File: config.mk
export PLATFORM = sky130hd
export DESIGN_NAME = sprite_anim_layer
export DESIGN_NICKNAME = d
export VERILOG_FILES = /design/src/rtl/sprite_anim_layer.sv
export SDC_FILE = /design/constraint.sdc
export NUM_CORES = 1
export LEC_CHECK = 0
export BUFFER_PORTS_ARGS = -buffer_cell sky130_fd_sc_hd__buf_4
export CAP_MARGIN = 20
export CELL_PAD_IN_SITES_DETAIL_PLACEMENT = 2
export CELL_PAD_IN_SITES_GLOBAL_PLACEMENT = 2
export CORE_MARGIN = 5
export CORE_UTILIZATION = 31
export CTS_BUF_LIST = sky130_fd_sc_hd__clkbuf_8
export DETAILED_ROUTE_END_ITERATION = 8
export PLACE_DENSITY_LB_ADDON = 0.1
export SYNTH_ARGS = -nofsm -noshare
export SYNTH_HDL_FRONTEND = slang
export SYNTH_SLANG_ARGS = --single-unit
File: constraint.sdc
create_clock -name clk -period 2.6 [get_ports clk]
set_input_delay 0.13 -clock clk [delete_from_list [all_inputs] [get_ports clk]]
set_output_delay 0.13 -clock clk [all_outputs]
set_load 0.05 [all_outputs]
File: src/rtl/sprite_anim_layer.sv
// Animated sprite layer: 3-cycle pixel pipeline over an external sprite ROM.
// Optional horizontal mirroring is enabled with `define SPRITE_MIRROR_EN.
module sprite_anim_layer #(
  parameter int          SPR_W     = 64,
  parameter int          SPR_H     = 64,
  parameter int          FRAMES    = 4,
  parameter int          ACTIONS   = 5,
  parameter int          FRAME_DIV = 8,
  parameter int          COORD_W   = 10,
  parameter logic [23:0] TRANSP    = 24'h00FF00,
  localparam int ADDR_W = $clog2(ACTIONS*FRAMES*SPR_H*SPR_W)
) (
  input  logic               clk,
  input  logic               rst_n,
  input  logic               frame_start,
  input  logic [COORD_W-1:0] x_pos,
  input  logic [COORD_W-1:0] y_pos,
  input  logic [COORD_W-1:0] pos_x,
  input  logic [COORD_W-1:0] pos_y,
  input  logic [2:0]         action_sel,
  input  logic               mirror,
  output logic [ADDR_W-1:0]  rom_addr,
  input  logic [23:0]        rom_data,
  output logic               RqFlag,
  output logic [7:0]         r,
  output logic [7:0]         g,
  output logic [7:0]         b
);

  localparam int DX_W = $clog2(SPR_W);
  localparam int DY_W = $clog2(SPR_H);
  localparam int FI_W = $clog2(FRAMES);

  typedef logic [COORD_W:0] ext_t;

  logic [COORD_W-1:0] sx_q, sy_q;
  logic [2:0]         act_q, act_new;
  logic [FI_W-1:0]    fi_q, fi_d;
  logic [7:0]         tick_q, tick_d;

  logic               hit;
  ext_t               xe, ye, sxe, sye;
  logic [DX_W-1:0]    dx, dxm;
  logic [DY_W-1:0]    dy;
  logic [ADDR_W-1:0]  addr_d, rom_addr_q;
  logic               hit_d1_q, hit_d2_q;
  logic               rq_d, rq_q;
  logic [7:0]         r_q, g_q, b_q;

  assign act_new = (32'(action_sel) >= ACTIONS) ? 3'd0 : action_sel;

  always_comb begin
    fi_d   = fi_q;
    tick_d = tick_q;
    if (act_new != act_q) begin
      fi_d   = '0;
      tick_d = '0;
    end else if (tick_q == 8'(FRAME_DIV - 1)) begin
      fi_d   = fi_q + FI_W'(1);
      tick_d = '0;
    end else begin
      tick_d = tick_q + 8'd1;
    end
  end

`ifdef SPRITE_MIRROR_EN
  logic mir_q;

  always_ff @(posedge clk) begin
    if (!rst_n) mir_q <= 1'b0;
    else if (frame_start) mir_q <= mirror;
  end

  assign dxm = mir_q ? DX_W'(SPR_W - 1) - dx : dx;
`else
  logic unused_mirror;
  assign unused_mirror = mirror;
  assign dxm = dx;
`endif

  always_ff @(posedge clk) begin
    if (!rst_n) begin
      sx_q   <= '0;
      sy_q   <= '0;
      act_q  <= '0;
      fi_q   <= '0;
      tick_q <= '0;
    end else if (frame_start) begin
      sx_q   <= pos_x;
      sy_q   <= pos_y;
      act_q  <= act_new;
      fi_q   <= fi_d;
      tick_q <= tick_d;
    end
  end

  // One extra bit so sx+SPR_W near the right/bottom edge cannot wrap
  assign xe  = {1'b0, x_pos};
  assign ye  = {1'b0, y_pos};
  assign sxe = {1'b0, sx_q};
  assign sye = {1'b0, sy_q};

  assign hit = (xe >= sxe) && (xe < sxe + ext_t'(SPR_W)) &&
               (ye >= sye) && (ye < sye + ext_t'(SPR_H));

  assign dx = x_pos[DX_W-1:0] - sx_q[DX_W-1:0];
  assign dy = y_pos[DY_W-1:0] - sy_q[DY_W-1:0];

  assign addr_d = ADDR_W'({act_q, fi_q, dy, dxm});

  assign rq_d = hit_d2_q && (rom_data != TRANSP);

  always_ff @(posedge clk) begin
    if (!rst_n) begin
      hit_d1_q   <= 1'b0;
      hit_d2_q   <= 1'b0;
      rom_addr_q <= '0;
      rq_q       <= 1'b0;
      r_q        <= '0;
      g_q        <= '0;
      b_q        <= '0;
    end else begin
      hit_d1_q <= hit;
      hit_d2_q <= hit_d1_q;
      if (hit) rom_addr_q <= addr_d;
      rq_q <= rq_d;
      r_q  <= rq_d ? rom_data[23:16] : 8'd0;
      g_q  <= rq_d ? rom_data[15:8]  : 8'd0;
      b_q  <= rq_d ? rom_data[7:0]   : 8'd0;
    end
  end

  assign rom_addr = rom_addr_q;
  assign RqFlag   = rq_q;
  assign r        = r_q;
  assign g        = g_q;
  assign b        = b_q;

endmodule

==> results by stage <==
Outcome:
- The run finished with clean final reports.

Placed design:
- Routability-driven placement finished with a final weighted congestion of about 0.77.
- The number of port buffers is 111.
- After legalization and detailed placement, the total HPWL measured just under 9 mm.
- The cell area reported after detailed placement is approximately 4800 um^2.
- The count of placed standard cells including taps is ~660.

Timing:
- The actual transition at the worst max-transition pin is about 0.9 ns.
- The number of max-slew violations in the final report is 0.
- The hold violation count in the final report is 0.
- Setup violations remaining at the end of the flow were counted as 0.
- The worst slew margin relative to its limit is 0.389.
- Setup repair after global routing left no endpoint under its margin.
- For the final database, setup skew stands at between 0.01 and 0.015 ns.
- The achievable frequency is about 420 MHz.
- The shortest period the worst path allows is ~2.4 ns.
- Dividing the final minimum period by the clock period gives 0.917.

Final layout:
- The count of filler cells inserted in the layout is approximately 1300.
- With fillers left out, the area of the finished cells amounts to about 5400 um^2.
- The repair_antennas step left the layout with diodes totalling 0.
- The layout cell share with drive strength beyond 1 is 0.250.
- After the last flow step, the layout net total stands at around 670.
- Measured on the finished design, the core utilization comes to 0.453.
- Leaving out filler cells and counting taps, the final layout contains between 700 and 800.
- The area growth from synthesis to layout is 43.9%.

Setup path:
- Data on the critical path is required at its endpoint by between 2 and 3 ns.
- In this run the worst path has a maximum fanout of 17.
- The count of cells along the worst register-to-register path is 10.
- The source of the worst register-to-register timing path is sx_q[0].
- In this run the worst setup path begins at sx_q[0].
- The data arrival at the endpoint of the critical path is 2.66 ns.
- The type of element capturing the critical path is a register.
- The launching element type of the critical path is a register.
- The worst setup path is of the register to register kind.
- In this run the register-to-register setup slack is 0.21 ns.
- The end of the worst register-to-register path is rom_addr[6].

Global routing:
- The pin count of the biggest net entering global routing is 37.
- The first-pass GRT wire length is around 20 mm.
- The total congestion overflow is 0.
- The via count of the first global-routing pass is ~3900.
- For this run, the total global-route usage over all layers was measured as 0.177.
- The initial antenna violation count came to 0.

Die:
- The floorplan step defined a die boundary enclosing 14400 um^2.
- From bottom edge to top edge, the die measures about 120 um.
- Measured along the x axis, the die boundary spans roughly 120 um.
- The initial standard-cell utilization of the core is 0.315.
- The standard-cell row count is 40.
- The floorplan step defined a core boundary enclosing between 10000 and 15000 um^2.
- The count of pins on the block boundary is between 100 and 150.

Synth:
- The mean instance size in the synthesized netlist is just over 9 um^2.
- The share of the synthesized area in compound gates (AO/OA/AOI/OAI) is 0.104.
- The flop and latch count out of synthesis is 77.
- The most used flip-flop cell after synthesis is dfxtp_1.
- Synthesis produced a netlist whose cell count is between 400 and 500.
- Counting flops with an async set or reset pin after synthesis yields a share of 0.
- The net count after synthesis is 512.
- Of the total synthesized cell area, the portion taken by AND, OR, NAND and NOR gates is 0.196.
- Of the total synthesized cell area, the portion taken by XOR and XNOR cells is 0.0442.
- The portion of synthesized area spent on multiplexers is 0.0878.
- For this run, the number of Yosys warnings is 0.
- The share of the Yosys chip area taken by registers is 0.410.
- After synthesis, the largest family of logic cells by area is simple AND/OR/NAND/NOR gates.
- In this run, synthesis inferred 0 flip-flops with an integrated enable.
- After synthesis, the netlist uses 50 different library cells.
- The post-synthesis adder-cell area fraction is 0.114.
- Summing every instance area after synthesis gives ~3800 um^2.

Clock network:
- The clock sink total is 77.
- The buffer type at the clock tree root is clkbuf_8.
- After clock tree synthesis, the clock-pin slew on the worst setup and hold paths is roughly 0.08 ns.
- The number of buffers inserted during clock tree synthesis is 9.
- The buffer depth of the longest clock path is 2.
- TritonCTS built the clock tree.
- At the later pin of the worst-skew pair, clock insertion delay measures roughly 0.37 ns.
- The total number of H-tree levels is 3.

Routing:
- After the first detailed-routing iteration, the DRC count stood at 86.
- The final layout contains routed wiring with a total length of 12.6 mm.
- The detail route stage leaves a number of antenna-violating nets equal to 0.
- The final route contains ~3500 vias.
- After detailed routing, the number of remaining DRC violations is 0.
- The first detailed-routing pass took 4 iterations.
- Dividing the detail-routed via count by the number of cells gives about 4.8.
- Dividing the detail-routed wire length by the instance count gives about 18 um.

Hold path:
- The endpoint of the worst hold path is sy_q[6].
- Along the worst hold path, the cell count comes to 3.
- In this run the most critical hold path is launched from pos_y[6].
- In this run the worst hold path is classified as primary input to register.

Pwr:
- Dividing total power by cell area gives a power density of ~530 nW/um^2.
- The share of total power dissipated in the clock network is 0.356.
- For this design the static power due to leakage is ~2.4 nW.
- The net switching component of the power is a little over 0.0008 W.
- Of the total power, combinational logic draws 0.210.
- Of the total power, the share spent switching nets is 0.289.
- The worst supply voltage drop on vdd is 0.000175 V.
- The internal power of the cells is ~0.0020 W.
- The register share of total power is 0.434.
- The total power draw is approximately 0.0029 W.

Flow run:
- The tool flagged a number of max-cap violations equal to 0.
synth_stat cells (all sizes together) (2+ instances only):
| cell type | instances | area, um^2 |
|---|---|---|
| a211oi | 7 | 52.6 |
| a21o | 6 | 45.0 |
| a21oi | 22 | 114 |
| a31oi | 5 | 31.3 |
| and2 | 25 | 156 |
| and3 | 3 | 18.8 |
| buf | 7 | 37.5 |
| clkbuf | 6 | 22.5 |
| dfxtp | 77 | 1540 |
| fa | 2 | 40.0 |
| ha | 31 | 388 |
| inv | 29 | 109 |
| mux2i | 33 | 330 |
| nand2 | 36 | 135 |
| nand2b | 5 | 31.3 |
| nand3 | 7 | 35.0 |
| nand3b | 3 | 22.5 |
| nand4 | 8 | 50.1 |
| nor2 | 37 | 139 |
| nor2b | 2 | 12.5 |
| nor3 | 5 | 41.3 |
| nor4 | 3 | 18.8 |
| o21ai | 10 | 53.8 |
| o31ai | 2 | 20.0 |
| or4 | 2 | 15.0 |
| xnor2 | 14 | 123 |
| xor2 | 5 | 43.8 |
state kept, by name, indices dropped and copies added, names as in the netlist, 2 cells and up:
name / cells
sy_q: 10
rom_addr: 17
sx_q: 10
tick_q: 8
act_q: 3
r: 8
fi_q: 2
g: 8
b: 8
metrics by stage:
step	hold WS, ns	setup slack (ns)	setup TNS [ns]
after floorplan	0.252	0.357	0
after global routing	0.0305	0.0262	0
final	0.0186	0.215	0
after detailed placement	0.346	-0.187	-2.58
after CTS	0.000591	0.0639	0
after global placement	0.343	-0.103	-1.52
final cells by class:
type                            count  area (um^2)  area share
Clock buffer                        9          124      0.0229
Clock inverter                      7         91.3      0.0169
Multi-Input combinational cell    289         2070       0.382
Sequential cell                    77         1540       0.285
Inverter                           29          109      0.0201
Timing Repair Buffer              158         1290       0.239
Tap cell                          147          184      0.0340
power groups by stage:
stage | sequential (W) | clock, W | combinational, W
3_3_place_gp | 0.00127 | 0 | 0.000524
4_1_cts | 0.00125 | 0.00105 | 0.000603
6_report | 0.00124 | 0.00102 | 0.000603
5_1_grt | 0.00125 | 0.00110 | 0.000665
2_1_floorplan | 0.00132 | 0 | 0.000284
3_5_place_dp | 0.00127 | 0 | 0.000544
worst max-delay path by stage:
stage | end | slack [ns]
floorplan | rom_addr[10] | 0.36
finish | rom_addr[6] | 0.21
global route | rom_addr[0] | 0.03
CTS | rom_addr[6] | 0.06
detailed placement | rom_addr[6] | -0.19
global placement | rom_addr[0] | -0.10
metal layers:
layer	global-route usage	up-vias	routed length (um)
met4	0.0580	0	156
met1	0.183	1674	4970
met2	0.344	68	6850
li1	-	1707	-
met3	0.0415	10	601
met5	0	-	0
cell usage in the layout (no fill, tap or decap), types with 21 or more instances in the layout:
| cell | instances |
|---|---|
| nand2_1 | 36 |
| mux2i_1 | 33 |
| ha_1 | 31 |
| inv_1 | 30 |
| a21oi_1 | 21 |
| nor2_1 | 37 |
| buf_4 | 119 |
| and2_1 | 25 |
| dfxtp_1 | 77 |
| dlygate4sd3_1 | 38 |
cells by family (layout without fill, tap and decap cells):
family	count (synthesis)	count (layout)
flip-flops	77	77
adder cells (fa/ha/maj)	33	33
AO/OA/AOI/OAI	61	61
XOR/XNOR	19	19
AND/OR/NAND/NOR	143	143
multiplexers	33	33
buffers and inverters	42	203
critical path, cell delays in order (launching register included):
cell and delay (ns):
dfxtp_1 0.34, ha_1 0.16, inv_1 0.05, fa_1 0.41, a21o_1 0.21, a21o_1 0.20, a211oi_4 0.25, a211o_1 0.20
nor3_4 0.06, buf_12 0.17, a211oi_1 0.23
what timing repair did:
item                       4_1_cts  5_1_grt
hold endpoints to repair        38        0
pin swaps                        1        0
hold buffers                    38        0
buffers inserted                 1        0
gates resized for setup          0        3
setup endpoints to repair       17        3
Power figures use the tool's default switching activity.
